$ cat src/rtl/pipe_pkg.sv
// Shared definitions for Mini-MIPS pipeline stage registers: default field
// widths, the canonical MIPS NOP encoding used for bubbles, the default-width
// payload layout, and the per-cycle operation decode shared by every stage.
package pipe_pkg;

   localparam int DEFAULT_INSTR_W = 32;
   localparam int DEFAULT_PC_W    = 32;

   // sll $0,$0,0 encodes as all zeros
   localparam logic [31:0] MIPS_NOP_INSTR = 32'h0000_0000;

   // Payload layout carried across a stage boundary (instruction in the upper
   // bits, PC in the lower bits); stages with other widths mirror this order
   typedef struct packed {
      logic [DEFAULT_INSTR_W-1:0] instruction;
      logic [DEFAULT_PC_W-1:0]    pc;
   } payload_t;

   // What the stage does this cycle, after reset has been excluded
   typedef enum logic [1:0] {
      STAGE_RUN   = 2'd0,
      STAGE_STALL = 2'd1,
      STAGE_FLUSH = 2'd2
   } stageOp_e;

   // Flush outranks stall; with neither, the normal handshake runs
   function automatic stageOp_e decodeStageOp(input logic flushIn, input logic stallIn);
      stageOp_e op;
      if (flushIn) begin
         op = STAGE_FLUSH;
      end else if (stallIn) begin
         op = STAGE_STALL;
      end else begin
         op = STAGE_RUN;
      end
      return op;
   endfunction

endpackage

$ cat src/rtl/pipeline_skid_slot.sv
// Single-entry skid slot: one payload word plus an occupancy flag. The owning
// stage parks a word here while its output register is blocked and pulls it
// back out on the next downstream transfer. Clear wins over load, load over
// unload.
module pipeline_skid_slot #(
   parameter int DATA_W = 64
) (
   input  logic              clock,
   input  logic              reset,
   input  logic              load_i,
   input  logic              unload_i,
   input  logic              clear_i,
   input  logic [DATA_W-1:0] data_i,
   output logic [DATA_W-1:0] data_o,
   output logic              full_o
);

   logic              full_q;
   logic [DATA_W-1:0] data_q;

   // Occupancy flag and stored word; the word is only captured on a load
   always_ff @(posedge clock or posedge reset) begin
      if (reset) begin
         full_q <= 1'b0;
         data_q <= '0;
      end else if (clear_i) begin
         full_q <= 1'b0;
      end else if (load_i) begin
         full_q <= 1'b1;
         data_q <= data_i;
      end else if (unload_i) begin
         full_q <= 1'b0;
      end
   end

   assign data_o = data_q;
   assign full_o = full_q;

endmodule

$ cat src/rtl/pipeline_stage_reg.sv
// Handshaked pipeline stage register (instruction + PC + valid) for any
// Mini-MIPS stage boundary. Supports hazard stall, branch flush with NOP
// bubble insertion, valid/ready back-pressure and a saturating stall-cycle
// counter. Define PIPE_SKID_EN to add a one-word skid slot, which makes
// in_ready independent of out_ready while keeping full throughput.
module pipeline_stage_reg
   import pipe_pkg::*;
#(
   parameter int                 INSTR_W   = DEFAULT_INSTR_W,
   parameter int                 PC_W      = DEFAULT_PC_W,
   parameter logic [INSTR_W-1:0] NOP_INSTR = INSTR_W'(MIPS_NOP_INSTR),
   parameter int                 CNT_W     = 16
) (
   input  logic               clock,
   input  logic               reset,
   input  logic               in_valid,
   output logic               in_ready,
   input  logic [INSTR_W-1:0] in_instruction,
   input  logic [PC_W-1:0]    in_pc,
   input  logic               stall,
   input  logic               flush,
   output logic               out_valid,
   input  logic               out_ready,
   output logic [INSTR_W-1:0] out_instruction,
   output logic [PC_W-1:0]    out_pc,
   output logic [CNT_W-1:0]   stall_count
);

   // Same field order as pipe_pkg::payload_t, sized by this instance
   typedef struct packed {
      logic [INSTR_W-1:0] instruction;
      logic [PC_W-1:0]    pc;
   } stagePayload_t;

   stageOp_e         stageOp;
   stagePayload_t    inPayload;
   stagePayload_t    outPayload_q;
   stagePayload_t    outPayload_d;
   logic             outValid_q;
   logic             outValid_d;
   logic             inReady;
   logic             xferIn;
   logic             xferOut;
   logic             stallQualify;
   logic [CNT_W-1:0] stallCount_q;
   logic [CNT_W-1:0] stallCount_d;

   assign stageOp   = decodeStageOp(flush, stall);
   assign inPayload = '{instruction: in_instruction, pc: in_pc};
   assign xferIn    = in_valid & inReady;
   assign xferOut   = outValid_q & out_ready;

`ifdef PIPE_SKID_EN
   logic                    skidFull;
   logic                    skidLoad;
   logic                    skidUnload;
   logic                    skidClear;
   logic [INSTR_W+PC_W-1:0] skidData;
   stagePayload_t           skidPayload;

   assign skidPayload = stagePayload_t'(skidData);

   // Ready depends only on flops plus stall/flush, so out_ready never
   // reaches in_ready combinationally
   assign inReady = ~reset & ~skidFull & (stageOp == STAGE_RUN);

   pipeline_skid_slot #(
      .DATA_W(INSTR_W + PC_W)
   ) u_skidSlot (
      .clock    (clock),
      .reset    (reset),
      .load_i   (skidLoad),
      .unload_i (skidUnload),
      .clear_i  (skidClear),
      .data_i   (inPayload),
      .data_o   (skidData),
      .full_o   (skidFull)
   );

   // Output-register next state with the skid: a word accepted while the
   // output is blocked parks in the skid and is promoted ahead of any new
   // input on the next drain, which keeps words in order
   always_comb begin
      outValid_d   = outValid_q;
      outPayload_d = outPayload_q;
      skidLoad     = 1'b0;
      skidUnload   = 1'b0;
      skidClear    = 1'b0;
      case (stageOp)
         STAGE_FLUSH: begin
            outValid_d               = 1'b0;
            outPayload_d.instruction = NOP_INSTR;
            skidClear                = 1'b1;
         end
         STAGE_STALL: begin
            if (out_ready) begin
               if (skidFull) begin
                  outValid_d   = 1'b1;
                  outPayload_d = skidPayload;
                  skidUnload   = 1'b1;
               end else begin
                  outValid_d               = 1'b0;
                  outPayload_d.instruction = NOP_INSTR;
               end
            end
         end
         default: begin
            if (outValid_q & ~out_ready) begin
               skidLoad = xferIn;
            end else if (skidFull) begin
               outValid_d   = 1'b1;
               outPayload_d = skidPayload;
               skidUnload   = 1'b1;
            end else if (xferIn) begin
               outValid_d   = 1'b1;
               outPayload_d = inPayload;
            end else if (xferOut) begin
               outValid_d               = 1'b0;
               outPayload_d.instruction = NOP_INSTR;
            end
         end
      endcase
   end
`else
   // Accept when the output register is empty or being drained this cycle
   assign inReady = ~reset & (stageOp == STAGE_RUN) & (~outValid_q | out_ready);

   // Output-register next state for the single-register stage: load on a
   // transfer in, turn into a NOP bubble when drained with nothing behind it
   always_comb begin
      outValid_d   = outValid_q;
      outPayload_d = outPayload_q;
      case (stageOp)
         STAGE_FLUSH: begin
            outValid_d               = 1'b0;
            outPayload_d.instruction = NOP_INSTR;
         end
         STAGE_STALL: begin
            if (out_ready) begin
               outValid_d               = 1'b0;
               outPayload_d.instruction = NOP_INSTR;
            end
         end
         default: begin
            if (xferIn) begin
               outValid_d   = 1'b1;
               outPayload_d = inPayload;
            end else if (xferOut) begin
               outValid_d               = 1'b0;
               outPayload_d.instruction = NOP_INSTR;
            end
         end
      endcase
   end
`endif

   // A stalled cycle is an offered word that is refused for any reason other
   // than a flush; the counter sticks at all-ones
   assign stallQualify = in_valid & ~inReady & ~flush;

   // Saturating increment of the stall-cycle counter
   always_comb begin
      stallCount_d = stallCount_q;
      if (stallQualify && (stallCount_q != {CNT_W{1'b1}})) begin
         stallCount_d = stallCount_q + CNT_W'(1);
      end
   end

   // Stage state: output register, valid bit and stall counter; reset
   // presents an empty stage carrying a NOP at PC 0
   always_ff @(posedge clock or posedge reset) begin
      if (reset) begin
         outValid_q   <= 1'b0;
         outPayload_q <= '{instruction: NOP_INSTR, pc: '0};
         stallCount_q <= '0;
      end else begin
         outValid_q   <= outValid_d;
         outPayload_q <= outPayload_d;
         stallCount_q <= stallCount_d;
      end
   end

   assign in_ready        = inReady;
   assign out_valid       = outValid_q;
   assign out_instruction = outPayload_q.instruction;
   assign out_pc          = outPayload_q.pc;
   assign stall_count     = stallCount_q;

endmodule

$ cat config.mk
export PLATFORM = sky130hd
export DESIGN_NAME = pipeline_stage_reg
export DESIGN_NICKNAME = d
export VERILOG_FILES = /design/src/rtl/pipe_pkg.sv /design/src/rtl/pipeline_skid_slot.sv /design/src/rtl/pipeline_stage_reg.sv
export SDC_FILE = /design/constraint.sdc
export NUM_CORES = 1
export LEC_CHECK = 0
export ABC_AREA = 0
export CORE_UTILIZATION = 40
export CTS_BUF_LIST = sky130_fd_sc_hd__clkbuf_4 sky130_fd_sc_hd__clkbuf_8 sky130_fd_sc_hd__clkbuf_16
export DETAILED_ROUTE_END_ITERATION = 8
export GPL_ROUTABILITY_DRIVEN = 1
export PLACE_DENSITY = 0.82
export SYNTH_ARGS = -nofsm -noshare
export SYNTH_HDL_FRONTEND = slang
export SYNTH_SLANG_ARGS = --single-unit
$ cat constraint.sdc
create_clock -name clock -period 4.1 [get_ports clock]
set_clock_uncertainty 0.1 [all_clocks]
set_input_delay 1.23 -clock clock [delete_from_list [all_inputs] [get_ports clock]]
set_output_delay 1.23 -clock clock [all_outputs]
set_load 0.05 [all_outputs]
==> out/results.tsv, run 1 <==
stage	metric	value	unit
clock_network	CTS buffer count	9	
global_routing	Remaining Overflow, GRT	0	
setup_path	startpoint class of the critical path	primary input	
setup_path	CP max FO	3	
clock_network	cts hold-fix bufs	0	
worst_hold_path	hold path start	out_instruction[18]$_DFFE_PP0P_	
layout	Area Overhead vs Synth	58.96	%
routing	via count	2400	
layout	non-filler cells, final	479	
sta	f_max	0.2659	GHz
setup_path	Worst R2R Start	stall_count[0]$_DFFE_PP0P_	
setup_path	worst reg2reg path endpoint	stall_count[1]$_DFFE_PP0P_	
logic_synthesis	Syn Area/Cell	14.52	sq um
logic_synthesis	EDFF count, synth	0	
global_routing	largest net degree at the start of global routing	50	
layout	finished layout cell area	5030	sq um
logic_synthesis	count leader, synth	dfrtp_1	
setup_path	CP Depth	5	
routing	Final ANT Viol Nets	0	
logic_synthesis	prevailing post-synth register cell	dfrtp_1	
logic_synthesis	Synth area leaders	dfrtp_1, mux2_2, a22o_1	
place	Placer Congestion	0.7691	
routing	Remaining DRCs	0	
setup_path	CP required	2.77	ns
place	post-DP HPWL	5491	microns
logic_synthesis	Synth cell types	28	
logic_synthesis	warnings from Yosys	0	
die	die area	8270	sq um
logic_synthesis	post-synth net total	289	
setup_path	R2R depth	5	
global_routing	vias in the first global route	2393	
sta	setup TNS	0	ns
place	dpl cells	464	
logic_synthesis	Mapped Cells	218	
clock_network	# H-tree levels	3	
layout	flip-flop and latch area	2027	sq um
pwr	worst vdd ir	461.5	uV
layout	# diodes	0	
routing	DRT Pass-1 Iters	4	
worst_hold_path	worst hold path type	flop to flop	
clock_network	CTS Root Cell	clkbuf_8	
setup_path	Critical path origin	reset	
sta	Final Slew Violations	0	
sta	Final Cycle Share	91.73	%
sta	Final Critical Period	3.761	ns
layout	footprint of the multi-input gates	1099	sq um
routing	DR WL/cell	15.91	microns
die	Starting Density	41.16	%
clock_network	Max Buffers Root-to-Sink	2	
place	# port buffers	151	
setup_path	Max stage delay on crit path	0.49	ns
clock_network	# clock sinks	81	
layout	number of fill cells in the layout	593	
clock_network	CTS resizes	0	
routing	DRT iter0 DRCs	82	
die	Die Width	90.94	microns
logic_synthesis	post-synth top area share	64.06	%
setup_path	CP Cell Sequence	clkdlybuf4s50_1, nor2_1, nand2_1, nor2_1, buf_12	
clock_network	CTS tree	yes	
setup_path	CP endpoint	in_ready	
die	# rows	32	
setup_path	delay-heaviest family, CP	buffers and inverters	
pwr	power density over cell area	494.5	nW/um^2
place	Area after DPL	4817	sq um
layout	share of cells above drive strength 1	16.71	%
routing	final wirelength	7622	microns
pwr	Static Leak	2.146	nW
die	Core Area	7687	sq um
logic_synthesis	Synth top cells by count	dfrtp_1, mux2_2, a22o_1, xor2_1, buf_2	
global_routing	first-pass GRT wire length	12100	microns
setup_path	reg2reg setup slack	1.58	ns
pwr	Pwr Total	2.487	mW
logic_synthesis	largest area contributor in the netlist	dfrtp_1	
layout	final core utilization	65.43	%
global_routing	initial antenna violation count	0	
setup_path	crit path DAT	2.43	ns
job	max_cap viols	0	
setup_path	CP endpoint kind	output port	
sta	RSZ-0062 raised after global routing	false	
die	Die H	90.94	microns
logic_synthesis	Cell Area, Synth	3164	sq um
die	IO Pins	152	
routing	Via density	5.010	
logic_synthesis	post-synthesis sequential area ratio	64.06	%
setup_path	slowest CP cell	clkdlybuf4s50_1	
sta	Worst slew margin	28.35	%
clock_network	Clk Latency, worst-skew pair	0.33	ns
setup_path	worst path bufs/invs	2	
layout	Nets	444	
global_routing	overall routing resource usage	18.54	%
clock_network	setup repair bufs after CTS	0	
outcome	status	finished, final reports clean	
logic_synthesis	Yosys reg bits	81	
logic_synthesis	Synth async-reset ratio	100.0	%
setup_path	crit path kind	primary input to output port	
sta	final hold violations	0	
sta	slew of the pin with the lowest slew margin	1.072	ns
setup_path	crit-path most repeated cell	nor2_1	
sta	Setup Viol. Count Final	0	
clock_network	CTS clock-pin slew for the worst setup and hold paths	0.08	ns
[cell type report]
cell class / count / area share, %
Inverter: 1 / 0.09950
Clock buffer: 10 / 2.612
Timing Repair Buffer: 156 / 31.00
Tap cell: 102 / 2.537
Sequential cell: 81 / 40.30
Multi-Input combinational cell: 124 / 21.84
Clock inverter: 5 / 1.617
[flip-flops by register name (all words and copies together) (netlist names)]
register and count:
stall_count 16, out_pc 32, out_instruction 32, out_valid 1
[kinds of logic (layout without fill, tap and decap cells)]
group | after synthesis | after routing | synth area share [%]
simple gates | 39 | 39 | 7.750
buf+inv | 13 | 172 | 1.858
flops | 81 | 81 | 64.06
xor+xnor | 15 | 15 | 4.152
fa+ha+maj | 1 | 1 | 0.3954
mux | 33 | 33 | 11.74
compound gates | 36 | 36 | 10.04
[where the power goes]
part | switching (mW) | internal [mW] | leakage [nW]
Clock | 0.267 | 0.347 | 0.106
Combinational | 0.543 | 0.336 | 0.992
Sequential | 0.0847 | 0.911 | 1.05
[worst register-to-register path: stages, from the launching register on]
cell	delay, ns
dfrtp_1	0.41
ha_1	0.21
nand4_1	0.23
nor4b_2	0.98
nor2_1	0.17
mux2_2	0.32
[per-layer routing]
metal	routed length (microns)	vias to the layer above	GRT usage, %	share of wire, %
met5	0	-	0	0
met4	153	0	7.143	2.0
met3	544	12	4.774	7.1
met2	3764	94	30.05	49
met1	3160	1186	23.93	41
li1	-	1108	-	-
[stage by stage]
stage          setup slack [ns]  hold WS [ns]
2_1_floorplan            0.6450        0.6949
3_3_place_gp             0.4245        0.3832
3_5_place_dp             0.3431        0.3817
4_1_cts                  0.3437        0.4078
5_1_grt                  0.2624        0.4143
6_report                 0.3389        0.4025
[how the worst min path moves through the flow]
stage | endpoint | slack [ns] | depth (start not counted)
floorplan | stall_count[15]$_DFFE_PP0P_ | 0.69 | 1
global placement | out_instruction[18]$_DFFE_PP0P_ | 0.38 | 1
detailed placement | out_instruction[11]$_DFFE_PP0P_ | 0.38 | 1
CTS | out_instruction[11]$_DFFE_PP0P_ | 0.41 | 1
global route | out_instruction[11]$_DFFE_PP0P_ | 0.41 | 1
finish | out_instruction[18]$_DFFE_PP0P_ | 0.40 | 1
[placed cells by master (no fill, tap or decap), drive strengths merged, types with 4 or more instances in the layout]
cell type	count
nor4	4
xnor2	4
clkbuf	10
buf	6
nand2	5
clkdlybuf4s50	150
dfrtp	81
nand3	6
mux2	33
xor2	11
a22o	32
nor3	5
nand4	5
No activity file was read; power rests on OpenSTA's default activity.
==> run 2: changes to the inputs <==
--- a/config.mk
+++ b/config.mk
@@ -7,9 +7,9 @@
 export LEC_CHECK = 0
 export ABC_AREA = 0
-export CORE_UTILIZATION = 40
+export CORE_UTILIZATION = 41
 export CTS_BUF_LIST = sky130_fd_sc_hd__clkbuf_4 sky130_fd_sc_hd__clkbuf_8 sky130_fd_sc_hd__clkbuf_16
 export DETAILED_ROUTE_END_ITERATION = 8
 export GPL_ROUTABILITY_DRIVEN = 1
-export PLACE_DENSITY = 0.82
+export PLACE_DENSITY = 0.84
 export SYNTH_ARGS = -nofsm -noshare
 export SYNTH_HDL_FRONTEND = slang
==> constraint.sdc (replaced) <==
create_clock -name clock -period 4.1 [get_ports clock]
set_clock_uncertainty 0.1 [all_clocks]
set_input_delay 0.82 -clock clock [delete_from_list [all_inputs] [get_ports clock]]
set_output_delay 0.82 -clock clock [all_outputs]
set_load 0.05 [all_outputs]
==> run 2 against run 1 <==
Routed wire length up 1.1%. Largest power group unchanged. Critical path type unchanged. Clock power grew 16%. Sequential share of layout area fell by 0.30 points. Die area decreased by 2.4%. Fmax rose by 8.2%. Critical path depth stayed put. Largest cell class unchanged. Hold slack gained 0.0035 ns. Worst setup slack better by 0.29 ns. Total power increased by 4.1%. Cell count is 0.21% lower. Register-to-register slack hardly changed.
==> out/results.tsv, run 2 (synthesis gave the netlist of run 1 again) <==
stage	metric	value	unit
routing	Top Layer Used	met4	
clock_network	cts hold-fix bufs	0	
routing	Final ANT Viol Nets	0	
sta	final hold violations	0	
layout	Nets	445	
die	Die Width	89.85	microns
clock_network	CTS clock-pin slew for the worst setup and hold paths	0.09	ns
clock_network	setup repair bufs after CTS	0	
sta	Worst slew margin	30.78	%
setup_path	CP max FO	3	
worst_hold_path	WHS Path Cells	1	
sta	slew of the pin with the lowest slew margin	1.037	ns
clock_network	Clk Latency, worst-skew pair	0.34	ns
pwr	worst vdd ir	459.3	uV
pwr	power density over cell area	511.1	nW/um^2
routing	via count	2431	
clock_network	Max Buffers Root-to-Sink	2	
clock_network	CTS buffer count	9	
clock_network	# clock sinks	81	
clock_network	CTS Root Cell	clkbuf_8	
die	IO Pins	152	
setup_path	CP endpoint kind	output port	
place	Placer Congestion	0.7894	
layout	# diodes	0	
setup_path	Critical path origin	stall	
global_routing	initial antenna violation count	0	
sta	RSZ-0062 raised after global routing	false	
global_routing	vias in the first global route	2439	
routing	total length of routed met3 wires	472	microns
sta	Final Cycle Share	84.77	%
setup_path	crit path kind	primary input to output port	
setup_path	startpoint class of the critical path	primary input	
clock_network	# H-tree levels	3	
global_routing	overall routing resource usage	19.98	%
die	# rows	31	
layout	most frequent cells in the layout	clkdlybuf4s50_1, dfrtp_1, mux2_2	
outcome	status	finished, final reports clean	
sta	Final Critical Period	3.476	ns
worst_hold_path	worst hold path type	flop to flop	
die	Die H	89.85	microns
layout	Area Overhead vs Synth	60.14	%
routing	Remaining DRCs	0	
job	max_cap viols	0	
routing	wire length on met1	3274	microns
place	post-DP HPWL	5538	microns
setup_path	crit path DAT	2.56	ns
sta	f_max	0.2877	GHz
setup_path	R2R depth	6	
global_routing	largest net degree at the start of global routing	63	
worst_hold_path	hold path start	out_instruction[30]$_DFFE_PP0P_	
routing	DRT Pass-1 Iters	4	
sta	Setup Viol. Count Final	0	
layout	share of cells above drive strength 1	16.62	%
global_routing	Remaining Overflow, GRT	0	
layout	commonest non-fill, non-tap cell in the layout	clkdlybuf4s50_1	
layout	number of fill cells in the layout	540	
global_routing	first-pass GRT wire length	12720	microns
routing	metal2 WL	3806	microns
routing	DRT iter0 DRCs	29	
die	die area	8073	sq um
die	Core Area	7370	sq um
pwr	Pwr Total	2.590	mW
clock_network	CTS resizes	0	
routing	Via density	5.086	
place	# port buffers	151	
routing	final wirelength	7705	microns
pwr	Static Leak	2.166	nW
clock_network	CTS tree	yes	
die	Starting Density	42.94	%
sta	setup TNS	0	ns
routing	DR WL/cell	16.12	microns
sta	Final Slew Violations	0	
setup_path	CP required	3.18	ns
setup_path	Worst R2R Start	stall_count[0]$_DFFE_PP0P_	
-- run 2: path summary, 6_finish.rpt --
| kind | to | slack [ns] |
|---|---|---|
| setup reg to reg | stall_count[1]$_DFFE_PP0P_ | 1.59 |
| hold reg to reg | out_instruction[30]$_DFFE_PP0P_ | 0.41 |
| setup / recovery | in_ready | 0.62 |
| max in group asynchronous | out_instruction[7]$_DFFE_PP0P_ | 2.12 |
| hold / removal | out_instruction[30]$_DFFE_PP0P_ | 0.41 |
| min in group asynchronous | stall_count[5]$_DFFE_PP0P_ | 1.03 |
-- run 2: cell type report --
cell class                      instances  area [sq um]  area share, %
Clock inverter                          7         126.4          2.494
Sequential cell                        81          2027          40.00
Multi-Input combinational cell        124          1092          21.56
Timing Repair Buffer                  157          1569          30.96
Clock buffer                            9         123.9          2.444
Inverter                                1         5.005        0.09877
Tap cell                               99         123.9          2.444
-- run 2: worst max-delay path: stages --
cell and delay [ns]:
clkdlybuf4s50_1 0.49, nor2_1 0.27, nand2_1 0.08, nor2_1 0.10, clkdlybuf4s50_1 0.81
-- run 2: report_power, final --
group	internal [mW]	switching, mW	leakage, nW
logic	0.335	0.544	0.996
registers	0.911	0.0866	1.05
clock network	0.412	0.301	0.122
total	1.66	0.932	2.17
-- run 2: routing by layer --
layer	GRT usage, %	vias to the layer above
met5	0	-
met4	7.930	0
met2	32.88	102
li1	-	1118
met1	25.98	1198
met3	4.146	13
-- run 2: through the flow --
step	hold WS, ns	utilization (%)	instance area (sq um)	setup slack (ns)	cells
after floorplan	0.6949	-	3164	1.100	218
after global placement	0.3823	65.37	4817	0.6875	462
after detailed placement	0.3841	65.37	4817	0.6583	462
after CTS	0.4100	68.76	5067	0.6320	478
after global routing	0.4217	68.76	5067	0.5528	478
final	0.4061	68.76	5067	0.6244	478
